[config.mk]
export PLATFORM = sky130hd
export DESIGN_NAME = wb_pipe_stage
export DESIGN_NICKNAME = d
export VERILOG_FILES = /design/src/rtl/wb_pipe_stage.sv
export SDC_FILE = /design/constraint.sdc
export NUM_CORES = 1
export LEC_CHECK = 0
export ABC_AREA = 1
export BUFFER_PORTS_ARGS = -buffer_cell sky130_fd_sc_hd__buf_2
export CORE_ASPECT_RATIO = 1.1
export CORE_MARGIN = 2
export CORE_UTILIZATION = 46
export CTS_BUF_LIST = sky130_fd_sc_hd__clkbuf_2
export CTS_CLUSTER_SIZE = 30
export DETAILED_ROUTE_END_ITERATION = 12
export MAX_ROUTING_LAYER = met4
export PLACE_DENSITY = 0.8
export SLEW_MARGIN = 0
export SYNTH_ARGS = -nofsm -noshare
export SYNTH_HDL_FRONTEND = slang
export SYNTH_SLANG_ARGS = --single-unit
[constraint.sdc]
create_clock -name clk -period 2.19 [get_ports clk]
set_input_delay 0.1095 -clock clk [delete_from_list [all_inputs] [get_ports clk]]
set_output_delay 0.1095 -clock clk [all_outputs]
set_load 0.03 [all_outputs]
[src/rtl/wb_pipe_stage.sv]
// wb_pipe_stage: one-entry MEM/WB register with load extraction, stall/flush handshake, forwarding tap and retire counter
// Ports:
//   clk, rst                 clock and asynchronous active-high reset
//   in_valid / in_ready      memory-stage handshake
//   in_*                     memory-stage fields (select, rd, load funct3/address, candidate data)
//   stall, flush             hazard-unit controls for the held entry
//   rf_we/rf_waddr/rf_wdata  register-file write port
//   fwd_valid/fwd_rd/fwd_data forwarding tap of the held entry
//   misalign_err             pulse when a misaligned or illegal load retires
//   retire_cnt               saturating committed-instruction count
module wb_pipe_stage #(
   parameter int XLEN    = 32,
   parameter int RADDR_W = 5,
   parameter int CNT_W   = 32
)(
   input  logic               clk,
   input  logic               rst,
   input  logic               in_valid,
   output logic               in_ready,
   input  logic [2:0]         in_wb_sel,
   input  logic [RADDR_W-1:0] in_rd,
   input  logic [2:0]         in_ld_funct3,
   input  logic [2:0]         in_addr_lo,
   input  logic [XLEN-1:0]    in_mem_dout,
   input  logic [XLEN-1:0]    in_alu_res,
   input  logic [XLEN-1:0]    in_imme,
   input  logic [XLEN-1:0]    in_pc_add_4,
   input  logic [XLEN-1:0]    in_pc_add_imme,
   input  logic               stall,
   input  logic               flush,
   output logic               rf_we,
   output logic [RADDR_W-1:0] rf_waddr,
   output logic [XLEN-1:0]    rf_wdata,
   output logic               fwd_valid,
   output logic [RADDR_W-1:0] fwd_rd,
   output logic [XLEN-1:0]    fwd_data,
   output logic               misalign_err,
   output logic [CNT_W-1:0]   retire_cnt
);
   logic [2:0] alo;
   logic [XLEN-1:0] sh, ld_b, ld_h, ld_w, ld_data, wdata, wdata_q;
   logic mis, illegal, bad, we_ok;
   logic valid_q, we_ok_q, bad_q, commit, take;
   logic [RADDR_W-1:0] rd_q;
   // Write data and the bad-load verdict are resolved at capture so the held entry is ready to commit and forward.
   always_comb begin
      alo = (XLEN == 64) ? in_addr_lo : {1'b0, in_addr_lo[1:0]};
      sh = in_mem_dout >> {alo, 3'b000};
      ld_b = in_ld_funct3[2] ? XLEN'(sh[7:0]) : XLEN'($signed(sh[7:0]));
      ld_h = in_ld_funct3[2] ? XLEN'(sh[15:0]) : XLEN'($signed(sh[15:0]));
      ld_w = in_ld_funct3[2] ? XLEN'(sh[31:0]) : XLEN'($signed(sh[31:0]));
      ld_data = (in_ld_funct3[1:0] == 2'd0) ? ld_b :
                (in_ld_funct3[1:0] == 2'd1) ? ld_h :
                (in_ld_funct3[1:0] == 2'd2) ? ld_w : sh;
      mis = (in_ld_funct3[1:0] == 2'd1) ? alo[0] :
            (in_ld_funct3[1:0] == 2'd2) ? |alo[1:0] :
            (in_ld_funct3[1:0] == 2'd3) ? |alo : 1'b0;
      illegal = (in_ld_funct3 == 3'b111) |
                ((XLEN == 32) & ((in_ld_funct3 == 3'b011) | (in_ld_funct3 == 3'b110)));
      bad = (in_wb_sel == 3'd1) & (mis | illegal);
      wdata = (in_wb_sel == 3'd1) ? (bad ? '0 : ld_data) :
              (in_wb_sel == 3'd2) ? in_alu_res :
              (in_wb_sel == 3'd3) ? in_imme :
              (in_wb_sel == 3'd4) ? in_pc_add_4 :
              (in_wb_sel == 3'd5) ? in_pc_add_imme : '0;
      we_ok = (in_wb_sel != 3'd0) & (in_wb_sel <= 3'd5) & (|in_rd) & ~bad;
   end
   assign in_ready     = ~valid_q | ~stall;
   assign commit       = valid_q & ~stall & ~flush;
   assign take         = in_valid & in_ready & ~flush;
   assign rf_we        = commit & we_ok_q;
   assign misalign_err = commit & bad_q;
   assign fwd_valid    = valid_q & we_ok_q;
   assign rf_waddr     = rd_q;
   assign rf_wdata     = wdata_q;
   assign fwd_rd       = rd_q;
   assign fwd_data     = wdata_q;
   always_ff @(posedge clk or posedge rst) begin
      if (rst) begin
         valid_q    <= 1'b0;
         we_ok_q    <= 1'b0;
         bad_q      <= 1'b0;
         rd_q       <= '0;
         wdata_q    <= '0;
         retire_cnt <= '0;
      end else begin
         if (take) begin
            valid_q <= 1'b1;
            we_ok_q <= we_ok;
            bad_q   <= bad;
            rd_q    <= in_rd;
            wdata_q <= wdata;
         end else if (commit | flush) begin
            valid_q <= 1'b0;
         end
         if (commit & ~&retire_cnt) retire_cnt <= retire_cnt + 1'b1;
      end
   end
endmodule

==> summary.md <==
| Metric | Value |
|---|---|
| Final worst slack | `127 ps` |
| Worst EP arrival | `2520 ps` |
| R2R Path Start | `valid_q` |
| Worst Hold Slack | `35.2 ps` |
| Crit Path Class | `reg -> reg` |
| Most common cell after layout, fill and taps aside | `nand2_1` |
| Cts bufs inserted | `9` |
| Crit start category | `register` |
| Syn Nets | `1131` |
| Final setup viols | `0` |
| DP Wirelength | `16400 µm` |
| Asr flop ratio synth | `100%` |
| Fin Setup TNS | `0 ps` |
| Synthesized area | `5860 µm²` |
| EDFF count, synth | `0` |
| Cells after synthesis | `951` |
| # nets final | `1453` |
| Hold Path Origin | `in_mem_dout[25]` |
| Sequential-to-total area share from yosys stat | `30.8%` |
| Inst Count DP | `1332` |
| RSZ-0062 raised after global routing | `false` |
| Initial antenna violation count | `4` |
| VDD IR max | `0.658 mV` |
| Final Core Density | `65.2%` |
| Endpoint type of the worst setup path | `register` |
| Commonest cells after routing, fill and taps aside | `nand2_1 (408), buf_2 (287), nor2_1 (125), dlygate4sd3_1 (87), dfrtp_1 (72)` |
| Yosys cell types | `34` |
| Die Width | `112 µm` |
| Post-Syn Area per Cell | `6.16 µm²` |
| Reg clk slew, reported paths | `210 ps` |
| Post-DP Area | `7140 µm²` |
| Fmax | `0.485 GHz` |
| Cell taking the most area after synthesis | `dfrtp_1` |
| CP required | `2650 ps` |
| All-Layer GR Usage | `33.0%` |
| Clk buf depth | `2` |
| Headroom to the max-slew limit | `38.1%` |
| Routed Antenna Nets | `0` |
| Critical Path Fanout Max | `46` |
| Clock latency on the worst-skew pair | `540 ps` |
| First-pass GRT wire length | `34300 µm` |
| GRT overflow | `0` |
| Layout area overhead | `39.6%` |
| Number of max-cap violations | `0` |
| Clock net sink count | `72` |
| Actual slew at the worst max-slew pin | `928 ps` |
| Cell area after layout | `8170 µm²` |
| Post-Layout Cell Count | `1438` |
| Post-Place Worst Slack | `317 ps` |
| Starting Density | `46.7%` |
| CTS tree | `built` |
| 1st-pass router iterations | `5` |
| Final period util | `94.2%` |
| Core Rows | `43` |
| Largest net degree at the start of global routing | `49` |
| DIE AREA | `13600 µm²` |
| Vias in the first global route | `6927` |
| Post-synth top area share | `30.8%` |
| Synth top area cells | `dfrtp_1 (31%), nand2_1 (26%), nor2_1 (8.3%)` |
| Fin. Hold Viols | `0` |
| Die H | `122 µm` |
| Core box area | `12500 µm²` |
| Status | `finished clean` |
| Share of cells above drive strength 1 | `27.4%` |
| Io pins | `289` |
| Clk_skew | `15.7 ps` |
| PD cells | `557 nW/µm²` |
| DR iter-0 viols | `561` |
| Tot Pwr | `4.55 mW` |
| Setup crit start | `valid_q` |
| Tightest Hold Check Type | `in -> reg` |
| Via count | `7468` |
| Drt drc | `0` |
| Routability cong. | `0.952` |
| Yosys warns | `0` |
| Avg Vias per Cell | `5.19` |
| Max H-tree Level | `3` |
| Yosys reg bits | `72` |
| Routed len/inst | `15.6 µm` |
| Final Max Slew Viols | `0` |
| IO Port Bufs | `287` |
| Prevailing post-synth register cell | `dfrtp_1` |
| Root buf cell | `clkbuf_2` |
| Tmin final | `2060 ps` |
| Pleak | `4.35 nW` |
| DRT Wirelength | `22500 µm` |
==> worst paths after layout <==
path | depth (start not counted) | slack, ps | endpoint
setup reg to reg | 8 | 130 | fwd_data[26]
max in group asynchronous | 4 | 1510 | retire_cnt[16]
min in group asynchronous | 3 | 70 | fwd_data[29]
setup / recovery | 8 | 130 | fwd_data[26]
hold / removal | 5 | 40 | fwd_data[9]
hold reg to reg | 2 | 520 | fwd_rd[1]
==> worst max-delay path, stage by stage (launching register included) <==
cell           delay [ps]
dfrtp_1               440
nand2_1               100
nand2_1               100
nor2_4                160
buf_12                250
nand4_1               120
dlygate4sd3_1         580
nor2_1                150
nor2_1                 60
==> where the power goes <==
group	total (mW)	internal (mW)	switching (mW)
Clock	1.01	0.485	0.523
Sequential	1.66	1.49	0.166
Combinational	1.88	0.664	1.22
==> timing repair <==
item                      CTS  global route
hold buffers               87             0
hold endpoints to repair  113             0
setup buffers               0             0
gates resized for setup     0             0
==> layout make-up <==
class                           count  area [µm²]
Antenna cell                        4        10.0
Clock buffer                        9        45.0
Clock inverter                      6         108
Fill cell                        1149        4360
Inverter                           56         211
Multi-Input combinational cell    745        3360
Sequential cell                    72        1800
Tap cell                          157         196
Timing Repair Buffer              389        2440
==> routing by layer <==
layer | GRT usage [%] | vias up | share of wire, % | wire length, µm
met5 | - | - | 0 | 0
met4 | 15.7 | 0 | 3.7 | 842
met3 | 5.68 | 69 | 8.4 | 1890
met2 | 54.3 | 410 | 48 | 10800
met1 | 39.8 | 3381 | 40 | 8920
li1 | - | 3608 | - | -
==> synth_stat cells (all sizes together) (9+ instances only) <==
cell type	number
a21oi	20
buf	68
clkbuf	10
dfrtp	72
inv	56
nand2	415
nand3	73
nand3b	11
nand4	18
nor2	136
nor3	11
o21ai	21
xor2	9
==> cell families after synthesis <==
group,after synthesis,share of synthesized area (%)
xor gates and xnor gates,17,2.54
DFF,72,30.8
and+or+nand+nor,666,47.9
adders and majority gates,1,0.214
buffers and inverters,134,12.2
AOI/OAI and AO/OA,61,6.37
==> sequential cells by signal, indices dropped and copies added, names as in the netlist <==
signal and count:
fwd_data 32, valid_q 1, fwd_rd 5, retire_cnt 32
bad_q 1, we_ok_q 1
Note: power is estimated with default switching activity, not from simulation.
